===== src/rtl/fm_frame_seq_if.sv =====
// Host register bus for the FM frame sequencer: write strobe, address, write data
// and combinational read data. The sequencer never stalls, so bus_wait is tied low.
interface fm_frame_seq_if;
  logic [7:0]  bus_addr;
  logic [31:0] bus_wrdata;
  logic        bus_wren;
  logic [31:0] bus_rddata;
  logic        bus_wait;

  modport master (output bus_addr, bus_wrdata, bus_wren, input bus_rddata, bus_wait);
  modport slave  (input bus_addr, bus_wrdata, bus_wren, output bus_rddata, bus_wait);
endinterface


===== src/rtl/fm_frame_seq.sv =====
// FM frame sequencer: sample tick, operator slot walk, key-on/restart bookkeeping and
// saturating stereo mix. Define FMSEQ_VOLUME_EN for 4-bit per-side channel volume.
module fm_frame_seq #(
  parameter int NUM_CH     = 32,
  parameter int SAMPLE_DIV = 506,
  parameter int OP_W       = 13,
  parameter int OUT_W      = 16,
  parameter int ACC_W      = 22
) (
  input  logic                          clk,
  input  logic                          reset,
  fm_frame_seq_if.slave                 bus,
  output logic [$clog2(2*NUM_CH)-1:0]   op_sel,
  output logic                          op_next,
  output logic                          op_reset,
  output logic                          op_kon,
  output logic                          op_restart,
  input  logic signed [OP_W-1:0]        op_result,
  input  logic                          op_sum,
  output logic signed [OUT_W-1:0]       audio_l,
  output logic signed [OUT_W-1:0]       audio_r,
  output logic                          audio_valid
);
  localparam int NUM_OP = 2 * NUM_CH;
  localparam int SEL_W  = $clog2(NUM_OP);
  localparam int CH_W   = SEL_W - 1;
  localparam int DIV_W  = (SAMPLE_DIV > 1) ? $clog2(SAMPLE_DIV) : 1;
  localparam logic [SEL_W-1:0] LAST = SEL_W'(NUM_OP - 1);
  localparam logic signed [ACC_W-1:0] SAT_MAX = {{(ACC_W-OUT_W+1){1'b0}}, {(OUT_W-1){1'b1}}};
  localparam logic signed [ACC_W-1:0] SAT_MIN = {{(ACC_W-OUT_W+1){1'b1}}, {(OUT_W-1){1'b0}}};

  typedef enum logic [2:0] {S_IDLE, S_START, S_PROC, S_NEXT, S_END} state_t;
  state_t state, state_nx;

  logic [DIV_W-1:0]        div_cnt;
  logic                    tick, busy, overrun, ch_hit;
  logic [7:0]              frame_cnt;
  logic [CH_W-1:0]         ch_idx, cur_ch;
  logic [NUM_CH-1:0]       kon, en_l, en_r, kon_set, restart_pend, restart_act;
  logic [7:0]              rd_vol;
  logic signed [ACC_W-1:0] acc_l, acc_r, res_ext, add_l, add_r;
  logic                    unused_bits;

  assign tick    = (div_cnt == DIV_W'(SAMPLE_DIV - 1));
  assign busy    = (state != S_IDLE);
  assign ch_idx  = bus.bus_addr[CH_W-1:0];
  assign ch_hit  = bus.bus_addr[7] && (bus.bus_addr[6:0] < 7'(NUM_CH));
  assign cur_ch  = op_sel[SEL_W-1:1];
  assign op_kon     = kon[cur_ch];
  assign op_restart = restart_act[cur_ch];
  assign res_ext = {{(ACC_W-OP_W){op_result[OP_W-1]}}, op_result};
  assign bus.bus_wait = 1'b0;

`ifdef FMSEQ_VOLUME_EN
  logic [NUM_CH-1:0][3:0]  vol_l, vol_r;
  logic [5:0]              gain_l, gain_r;
  logic signed [ACC_W+5:0] prod_l, prod_r, shf_l, shf_r;
  assign gain_l = {2'b00, vol_l[cur_ch]} + 6'd1;
  assign gain_r = {2'b00, vol_r[cur_ch]} + 6'd1;
  assign prod_l = $signed({{6{res_ext[ACC_W-1]}}, res_ext}) * $signed({{ACC_W{1'b0}}, gain_l});
  assign prod_r = $signed({{6{res_ext[ACC_W-1]}}, res_ext}) * $signed({{ACC_W{1'b0}}, gain_r});
  assign shf_l  = prod_l >>> 4;
  assign shf_r  = prod_r >>> 4;
  assign add_l  = shf_l[ACC_W-1:0];
  assign add_r  = shf_r[ACC_W-1:0];
  assign rd_vol = {vol_r[ch_idx], vol_l[ch_idx]};
  assign unused_bits = ^{bus.bus_wrdata[31:14], bus.bus_wrdata[12:10],
                         shf_l[ACC_W+5:ACC_W], shf_r[ACC_W+5:ACC_W]};
`else
  assign add_l  = res_ext;
  assign add_r  = res_ext;
  assign rd_vol = 8'h00;
  assign unused_bits = ^{bus.bus_wrdata[31:14], bus.bus_wrdata[12:10], bus.bus_wrdata[7:0]};
`endif

  function automatic logic signed [OUT_W-1:0] sat(input logic signed [ACC_W-1:0] v);
    if (v > SAT_MAX)      return {1'b0, {(OUT_W-1){1'b1}}};
    else if (v < SAT_MIN) return {1'b1, {(OUT_W-1){1'b0}}};
    else                  return v[OUT_W-1:0];
  endfunction

  always_ff @(posedge clk or posedge reset)
    if (reset) div_cnt <= '0;
    else       div_cnt <= tick ? '0 : div_cnt + 1'b1;

  // A kon rising edge arms a restart for the frame after the next Start.
  always_comb begin
    kon_set = '0;
    if (bus.bus_wren && ch_hit && bus.bus_wrdata[13] && !kon[ch_idx]) kon_set[ch_idx] = 1'b1;
  end

  always_ff @(posedge clk or posedge reset)
    if (reset) begin
      kon  <= '0;
      en_l <= '0;
      en_r <= '0;
`ifdef FMSEQ_VOLUME_EN
      vol_l <= '0;
      vol_r <= '0;
`endif
    end else if (bus.bus_wren && ch_hit) begin
      kon[ch_idx]  <= bus.bus_wrdata[13];
      en_l[ch_idx] <= bus.bus_wrdata[8];
      en_r[ch_idx] <= bus.bus_wrdata[9];
`ifdef FMSEQ_VOLUME_EN
      vol_l[ch_idx] <= bus.bus_wrdata[3:0];
      vol_r[ch_idx] <= bus.bus_wrdata[7:4];
`endif
    end

  always_comb begin
    bus.bus_rddata = '0;
    if (ch_hit)                    bus.bus_rddata = {18'b0, kon[ch_idx], 3'b0, en_r[ch_idx], en_l[ch_idx], rd_vol};
    else if (bus.bus_addr == 8'h00) bus.bus_rddata = {31'b0, overrun};
    else if (bus.bus_addr == 8'h01) bus.bus_rddata = {16'b0, frame_cnt, 7'b0, busy};
  end

  always_ff @(posedge clk or posedge reset)
    if (reset) state <= S_IDLE;
    else       state <= state_nx;

  always_comb begin
    state_nx = state;
    op_next  = 1'b0;
    case (state)
      S_IDLE:  if (tick) state_nx = S_START;
      S_START: state_nx = S_PROC;
      S_PROC:  state_nx = S_NEXT;
      S_NEXT: begin
        op_next  = 1'b1;
        state_nx = (op_sel == LAST) ? S_END : S_PROC;
      end
      S_END:   state_nx = S_IDLE;
      default: state_nx = S_IDLE;
    endcase
  end

  always_ff @(posedge clk or posedge reset)
    if (reset) begin
      op_sel       <= '0;
      op_reset     <= 1'b1;
      acc_l        <= '0;
      acc_r        <= '0;
      audio_l      <= '0;
      audio_r      <= '0;
      audio_valid  <= 1'b0;
      frame_cnt    <= '0;
      restart_pend <= '0;
      restart_act  <= '0;
      overrun      <= 1'b0;
    end else begin
      audio_valid  <= 1'b0;
      restart_pend <= restart_pend | kon_set;
      // A dropped tick outranks a same-cycle clear.
      if (tick && busy) overrun <= 1'b1;
      else if (bus.bus_wren && bus.bus_addr == 8'h00 && bus.bus_wrdata[0]) overrun <= 1'b0;
      case (state)
        S_START: begin
          restart_act  <= restart_pend;
          restart_pend <= kon_set;
          op_sel       <= '0;
        end
        S_PROC: if (!op_reset && op_sum) begin
          if (en_l[cur_ch]) acc_l <= acc_l + add_l;
          if (en_r[cur_ch]) acc_r <= acc_r + add_r;
        end
        S_NEXT: if (op_sel != LAST) op_sel <= op_sel + 1'b1;
        S_END: begin
          audio_l     <= sat(acc_l);
          audio_r     <= sat(acc_r);
          audio_valid <= 1'b1;
          acc_l       <= '0;
          acc_r       <= '0;
          restart_act <= '0;
          op_reset    <= 1'b0;
          frame_cnt   <= frame_cnt + 8'd1;
        end
        default: ;
      endcase
    end
endmodule


===== src/flat_wrapper.sv =====
// flat-port wrapper written by rule: the top's interface ports become plain ports
module fm_frame_seq_flat 
#(
  parameter int NUM_CH     = 32,
  parameter int SAMPLE_DIV = 506,
  parameter int OP_W       = 13,
  parameter int OUT_W      = 16,
  parameter int ACC_W      = 22
)
  (clk, reset, op_sel, op_next, op_reset, op_kon, op_restart, op_result, op_sum, audio_l, audio_r, audio_valid, bus_bus_addr, bus_bus_wrdata, bus_bus_wren, bus_bus_rddata, bus_bus_wait);
  fm_frame_seq_if bus_i ();
  input  logic clk;
  input  logic reset;
  output logic [$clog2(2*NUM_CH)-1:0] op_sel;
  output logic op_next;
  output logic op_reset;
  output logic op_kon;
  output logic op_restart;
  input  logic signed [OP_W-1:0] op_result;
  input  logic op_sum;
  output logic signed [OUT_W-1:0] audio_l;
  output logic signed [OUT_W-1:0] audio_r;
  output logic audio_valid;
  input wire logic [$bits(bus_i.bus_addr)-1:0] bus_bus_addr;
  input wire logic [$bits(bus_i.bus_wrdata)-1:0] bus_bus_wrdata;
  input wire logic [$bits(bus_i.bus_wren)-1:0] bus_bus_wren;
  output wire logic [$bits(bus_i.bus_rddata)-1:0] bus_bus_rddata;
  output wire logic [$bits(bus_i.bus_wait)-1:0] bus_bus_wait;
  assign bus_i.bus_addr = bus_bus_addr;
  assign bus_i.bus_wrdata = bus_bus_wrdata;
  assign bus_i.bus_wren = bus_bus_wren;
  assign bus_bus_rddata = bus_i.bus_rddata;
  assign bus_bus_wait = bus_i.bus_wait;
  fm_frame_seq #(.NUM_CH(NUM_CH), .SAMPLE_DIV(SAMPLE_DIV), .OP_W(OP_W), .OUT_W(OUT_W), .ACC_W(ACC_W)) u_core (.clk(clk), .reset(reset), .bus(bus_i), .op_sel(op_sel), .op_next(op_next), .op_reset(op_reset), .op_kon(op_kon), .op_restart(op_restart), .op_result(op_result), .op_sum(op_sum), .audio_l(audio_l), .audio_r(audio_r), .audio_valid(audio_valid));
endmodule

===== config.mk =====
export PLATFORM = sky130hd
export DESIGN_NAME = fm_frame_seq_flat
export DESIGN_NICKNAME = d
export VERILOG_FILES = /design/src/rtl/fm_frame_seq_if.sv /design/src/rtl/fm_frame_seq.sv /design/src/flat_wrapper.sv
export SDC_FILE = /design/constraint.sdc
export NUM_CORES = 1
export LEC_CHECK = 0
export BUFFER_PORTS_ARGS = -buffer_cell sky130_fd_sc_hd__buf_2
export CORE_MARGIN = 2
export CORE_UTILIZATION = 54
export CTS_CLUSTER_SIZE = 25
export DETAILED_ROUTE_END_ITERATION = 8
export HOLD_SLACK_MARGIN = 0.06
export PLACE_DENSITY = 0.79
export SYNTH_ARGS = -nofsm -noshare
export SYNTH_HDL_FRONTEND = slang
export SYNTH_SLANG_ARGS = --single-unit

===== constraint.sdc =====
create_clock -name clk -period 7.37 [get_ports clk]
set_input_delay 0.3685 -clock clk [delete_from_list [all_inputs] [get_ports clk]]
set_output_delay 0.3685 -clock clk [all_outputs]
set_load 0.01 [all_outputs]

# Yosys cells after proc, flatten, opt, wreduce, memory -nomap -nowiden
# Cells that the tools add are included.
[classes] bitwise=1 muxes=45 order_cmp=8 n_eq_ne=13 reduce_logical=21 n_addsub=5
[ops] op="$mux 32" n=4
[ops] op="$bwmux 32" n=3
[ops] op="$mux 22" n=4
[ops] op="$pmux 22 s2" n=2
[ops] op="$mux 16" n=5
[ops] op="$pmux 32 s2" n=1
[ops] op="$add 22x13->22" n=2
[ops] op="$gt 22x16->1 const B" n=2
[ops] op="$lt 22x16->1 const B" n=2
[ops] op="$bmux 1 s5" n=7
[ops] op="$or 32x32->32" n=1
[ops] op="$lt 5x6->1 const B" n=2
[ops] op="$mux 1" n=12
[ops] op="$pmux 3 s4" n=1
[ops] op="$pmux 6 s2" n=1
[ops] op="$ne 2x1->1 const B" n=5
[ops] op="$add 9x1->9 const B" n=1
[ops] op="$eq 9x9->1 const B" n=1
[ops] op="$logic_and 1x1->1" n=9
[ops] op="$mux 9" n=1
[ops] op="$add 8x1->8 const B" n=1
[ops] op="$eq 8x1->1 const B" n=1
[ops] op="$logic_not 8->1" n=1
[ops] op="$reduce_bool 2->1" n=4
[ops] op="16 further kinds" n=20
[totals] reg_bits=265 wordCells=109 out_inout_bits=76

# Depth between registers and ports, before layout
[depth] ltp_word=8 mapped_depth=10 mapped_depth_nobuf=9

# Least setup slack after synthesis
# No wires, ideal clock.
[synth_path] kind="register -> output" start="register u_core.op_sel[1]" end="output op_kon" path_stages_with_launch=7 required_time_ps=7002 setup_slack_ps=4694 arrival_time_ps=2308 n_path_buf=3 path_cell_list="dfrtp_1 > buf_4 > buf_6 > buf_2 > mux4_2 > mux4_2 > mux2_2"
[synth_via] elab_chain_len=2
[synth_lines] element="start, declared" line_no="fm_frame_seq.sv:13" text="output logic [$clog2(2*NUM_CH)-1:0] op_sel,"
[synth_lines] element="start signal, assigned" line_no="fm_frame_seq.sv:167" text="S_NEXT: if (op_sel != LAST) op_sel <= op_sel + 1'b1;"
[synth_lines] element="$bmux 1 s5" line_no="fm_frame_seq.sv:49" text="assign op_kon = kon[cur_ch];"
[synth_lines] element="$mux 1 (implied by the code)" line_no="fm_frame_seq.sv:49"
[synth_lines] element="end, declared" line_no="flat_wrapper.sv:17" text="output logic op_kon;"
# No other way between the ends. The select of a mux whose other input is x is not followed.

# Worst setup path in the final report
[layout_path] start="register u_core.op_sel[1]" end="register u_core.acc_l[17]"
[layout_via] elab_chain_len=4
[layout_lines] element="$bmux 1 s5" line_no="fm_frame_seq.sv:164" text="if (en_l[cur_ch]) acc_l <= acc_l + add_l;"
[layout_lines] element="$mux 1 (implied by the code)" line_no="fm_frame_seq.sv:164"
[layout_lines] element="$ne 2x1->1 (no source line)"
[layout_lines] element="$reduce_and 3->1 (no source line)"
[layout_lines] element="end signal, assigned" line_no="fm_frame_seq.sv:164"
[layout_lines] element="end, declared" line_no="fm_frame_seq.sv:41" text="logic signed [ACC_W-1:0] acc_l, acc_r, res_ext, add_l, add_r;"
# No other way between the ends. The select of a mux whose other input is x is not followed.
# A chain may end at the register's enable or synchronous reset.

==> results_dict.tcl <==
set metrics [dict create \
    ir_worst_vdd_v 0.000189 \
    cts_root_buf "clkbuf_16" \
    yosysUniqueCellTypes 65 \
    yosysWarnings 0 \
    cts-resized-gates 0 \
    worstSetupEndpointType "flop" \
    wl_per_cell_um 19.9 \
    htree_levels 1 \
    setup_tns_ps 0 \
    diodes 0 \
    syn2layout_area_growth_pct 9.63 \
    drc 0 \
    crit_path_frequent_cell "mux4_2" \
    hpwlAfterDp_mm 22.7 \
    async_reset_ff_frac 1.00 \
    final_common_cell "dfrtp_1" \
    initial_utilization 0.545 \
    maxSlewHeadroom 0.189 \
    grtUsageTotal 0.249 \
    critPathSlowestCell "dfrtp_2" \
    grt_max_degree 143 \
    fp.dieW_um 168 \
    power_leakage_nw 7.51 \
    finalCriticalPeriod_ps 3850 \
    postRouteAntennaNets 0 \
    setup_viol 0 \
    hold_violations 0 \
    syn_area_sq_mm 0.0145 \
    hold_class "input port to flop" \
    grt_pass1_vias 10800 \
    skew_ps 19.5 \
    vias_per_cell 6.25 \
    crit_chain "buf_4, mux4_2, mux4_2, nor2_1, a31o_2, or2_2, nor2_2, a22o_1" \
    fmax_mhz 260 \
    fin_crit_sh 0.522 \
    nNetsFinal 1476 \
    overflow 0 \
    postSynthRegisterBits 265 \
    chipHeight_um 168 \
    final_cells 1732 \
    cts_buffer_depth 3 \
    fillers 2130 \
    finalMaxSlewViolations 0 \
    drive_gt1_frac 0.224 \
    grt_pass1_wl_mm 56.6 \
    cts_tree "done" \
    synth_ff_type "dfrtp_1" \
    fin_hold_ws_ps 175 \
    synth.avg_cell_area_sq_um 10.9 \
    ys_seq_area_frac 0.457 \
    start_kind "flop" \
    io_pins 133 \
    gp_congestion 0.888 \
    first_pass_iters 6 \
    p_per_area_mw_per_mm2 192 \
    core_area_sq_mm 0.0267 \
    grt_antenna_before_repair 0 \
    synth-edff-count 0 \
    syn_inst 1329 \
    worstPathRequired_ps 7790 \
    post-cts-setup-buffer-count 0 \
    io_buffers 80 \
    worstSkewPairLatency_ps 540 \
    drt_iter0_markers 927 \
    tightestPinTransition_ps 1220 \
    path_clk_slew_ps 60 \
    placed_cells_incl_taps 1681 \
    routed_wirelength_mm 34.5 \
    max_stage_delay_ps 870 \
    design.die.area_sq_mm 0.0282 \
    final_cell_mix "dfrtp_1 (263), nand2_1 (189), o21ai_0 (104)" \
    worstPathMaxFanout 35 \
    grt_setup_unrepaired "false" \
    fp-row-count 60 \
    vias 10800 \
    cp_data_arrival_time_ps 4260 \
    cts.sinks 265 \
    maxCapViolations 0 \
    status "completed" \
    path_class "flop to flop" \
    numCtsBuffers 28 \
]
## final timing paths
kind / from / to / slack (ps) / depth (start not counted)
setup / recovery: u_core.op_sel[1] / u_core.acc_l[17] / 3520 / 8
hold / removal: bus_bus_wrdata[0] / u_core.overrun / 180 / 3
setup reg to reg: u_core.op_sel[1] / u_core.acc_l[17] / 3520 / 8
hold reg to reg: u_core.frame_cnt[7] / u_core.frame_cnt[7] / 460 / 1
max in group asynchronous: reset / u_core.restart_act[2] / 5320 / 4
min in group asynchronous: reset / u_core.acc_r[15] / 550 / 3
## registers in the layout, summed over array words and instances, names as in the netlist
name	count
u_core.op_sel	6
u_core.acc_l	22
u_core.acc_r	22
u_core.state	3
u_core.restart_pend	32
u_core.en_l	32
u_core.audio_r	16
u_core.restart_act	32
u_core.op_reset	1
u_core.overrun	1
u_core.frame_cnt	8
u_core.audio_valid	1
u_core.kon	32
u_core.en_r	32
u_core.div_cnt	9
u_core.audio_l	16
## stage by stage
stage / area, sq um / setup slack, ps / power (W) / util
floorplan: 14600 / 3500 / 0.00167 / -
global placement: 15000 / 3550 / 0.00171 / 0.563
detailed placement: 15000 / 3500 / 0.00172 / 0.563
CTS: 15900 / 3520 / 0.00307 / 0.597
global route: 15900 / 3290 / 0.00315 / 0.597
finish: 15900 / 3520 / 0.00306 / 0.597
## area by class of cell
class,instances,area [sq um],share of cell area
sequential,265,6630,0.417
clock buffer,39,792,0.0498
inverter,13,52.6,0.00330
multi-input combinational,972,7410,0.466
clock inverter,11,96.3,0.00606
timing repair buffer,91,498,0.0313
tap,341,427,0.0268
## power breakdown
| part | internal, W | total (W) | switching (W) | leakage (nW) |
|---|---|---|---|---|
| clock network | 0.000784 | 0.00136 | 0.000581 | 0.437 |
| logic | 0.0000752 | 0.000193 | 0.000118 | 3.58 |
| registers | 0.00148 | 0.00150 | 0.0000194 | 3.49 |
| total | 0.00234 | 0.00306 | 0.000718 | 7.51 |
## synth_stat cells (15+ instances only)
master,n,share of area
a22o_1,48,0.029
o21ai_0,104,0.036
xnor2_1,29,0.018
o31ai_1,22,0.011
nor2_1,83,0.021
clkbuf_1,52,0.013
buf_2,16,0.0055
a21oi_1,46,0.016
dfrtp_1,264,0.46
ha_1,46,0.040
nand4_1,17,0.0073
buf_4,27,0.014
and3_1,15,0.0065
nand2_1,190,0.049
mux4_2,62,0.096
mux2_2,100,0.078
## repair_timing
action                                  in CTS  in global routing
endpoints found under the setup margin       0                  0
hold buffers                                 1                  0
hold endpoints to repair                    40                  0
## metal layers
layer	vias to the layer above	track usage	routed length (um)
met3	65	0.0362	2190
li1	4917	-	-
met1	5421	0.339	14600
met4	0	0.0673	802
met2	427	0.422	16900
met5	-	0	0
## logic make-up after synthesis
kind of cell               count (synthesis)  synth area share
DFF                                      265             0.457
adders and majority gates                 48            0.0424
and+or+nand+nor                          385             0.118
muxes                                    172             0.181
buffers and inverters                    115            0.0391
AOI/OAI and AO/OA                        301             0.137
xor gates and xnor gates                  42            0.0253
other                                      1          0.000258
## critical path, delay by kind of cell, from the launching register on
kind                   cells  cell delay (ps)
buffers and inverters      1              420
and+or+nand+nor            3              900
DFF                        1              870
AOI/OAI and AO/OA          2              390
muxes                      2             1130
No activity file was read; power rests on OpenSTA's default activity.
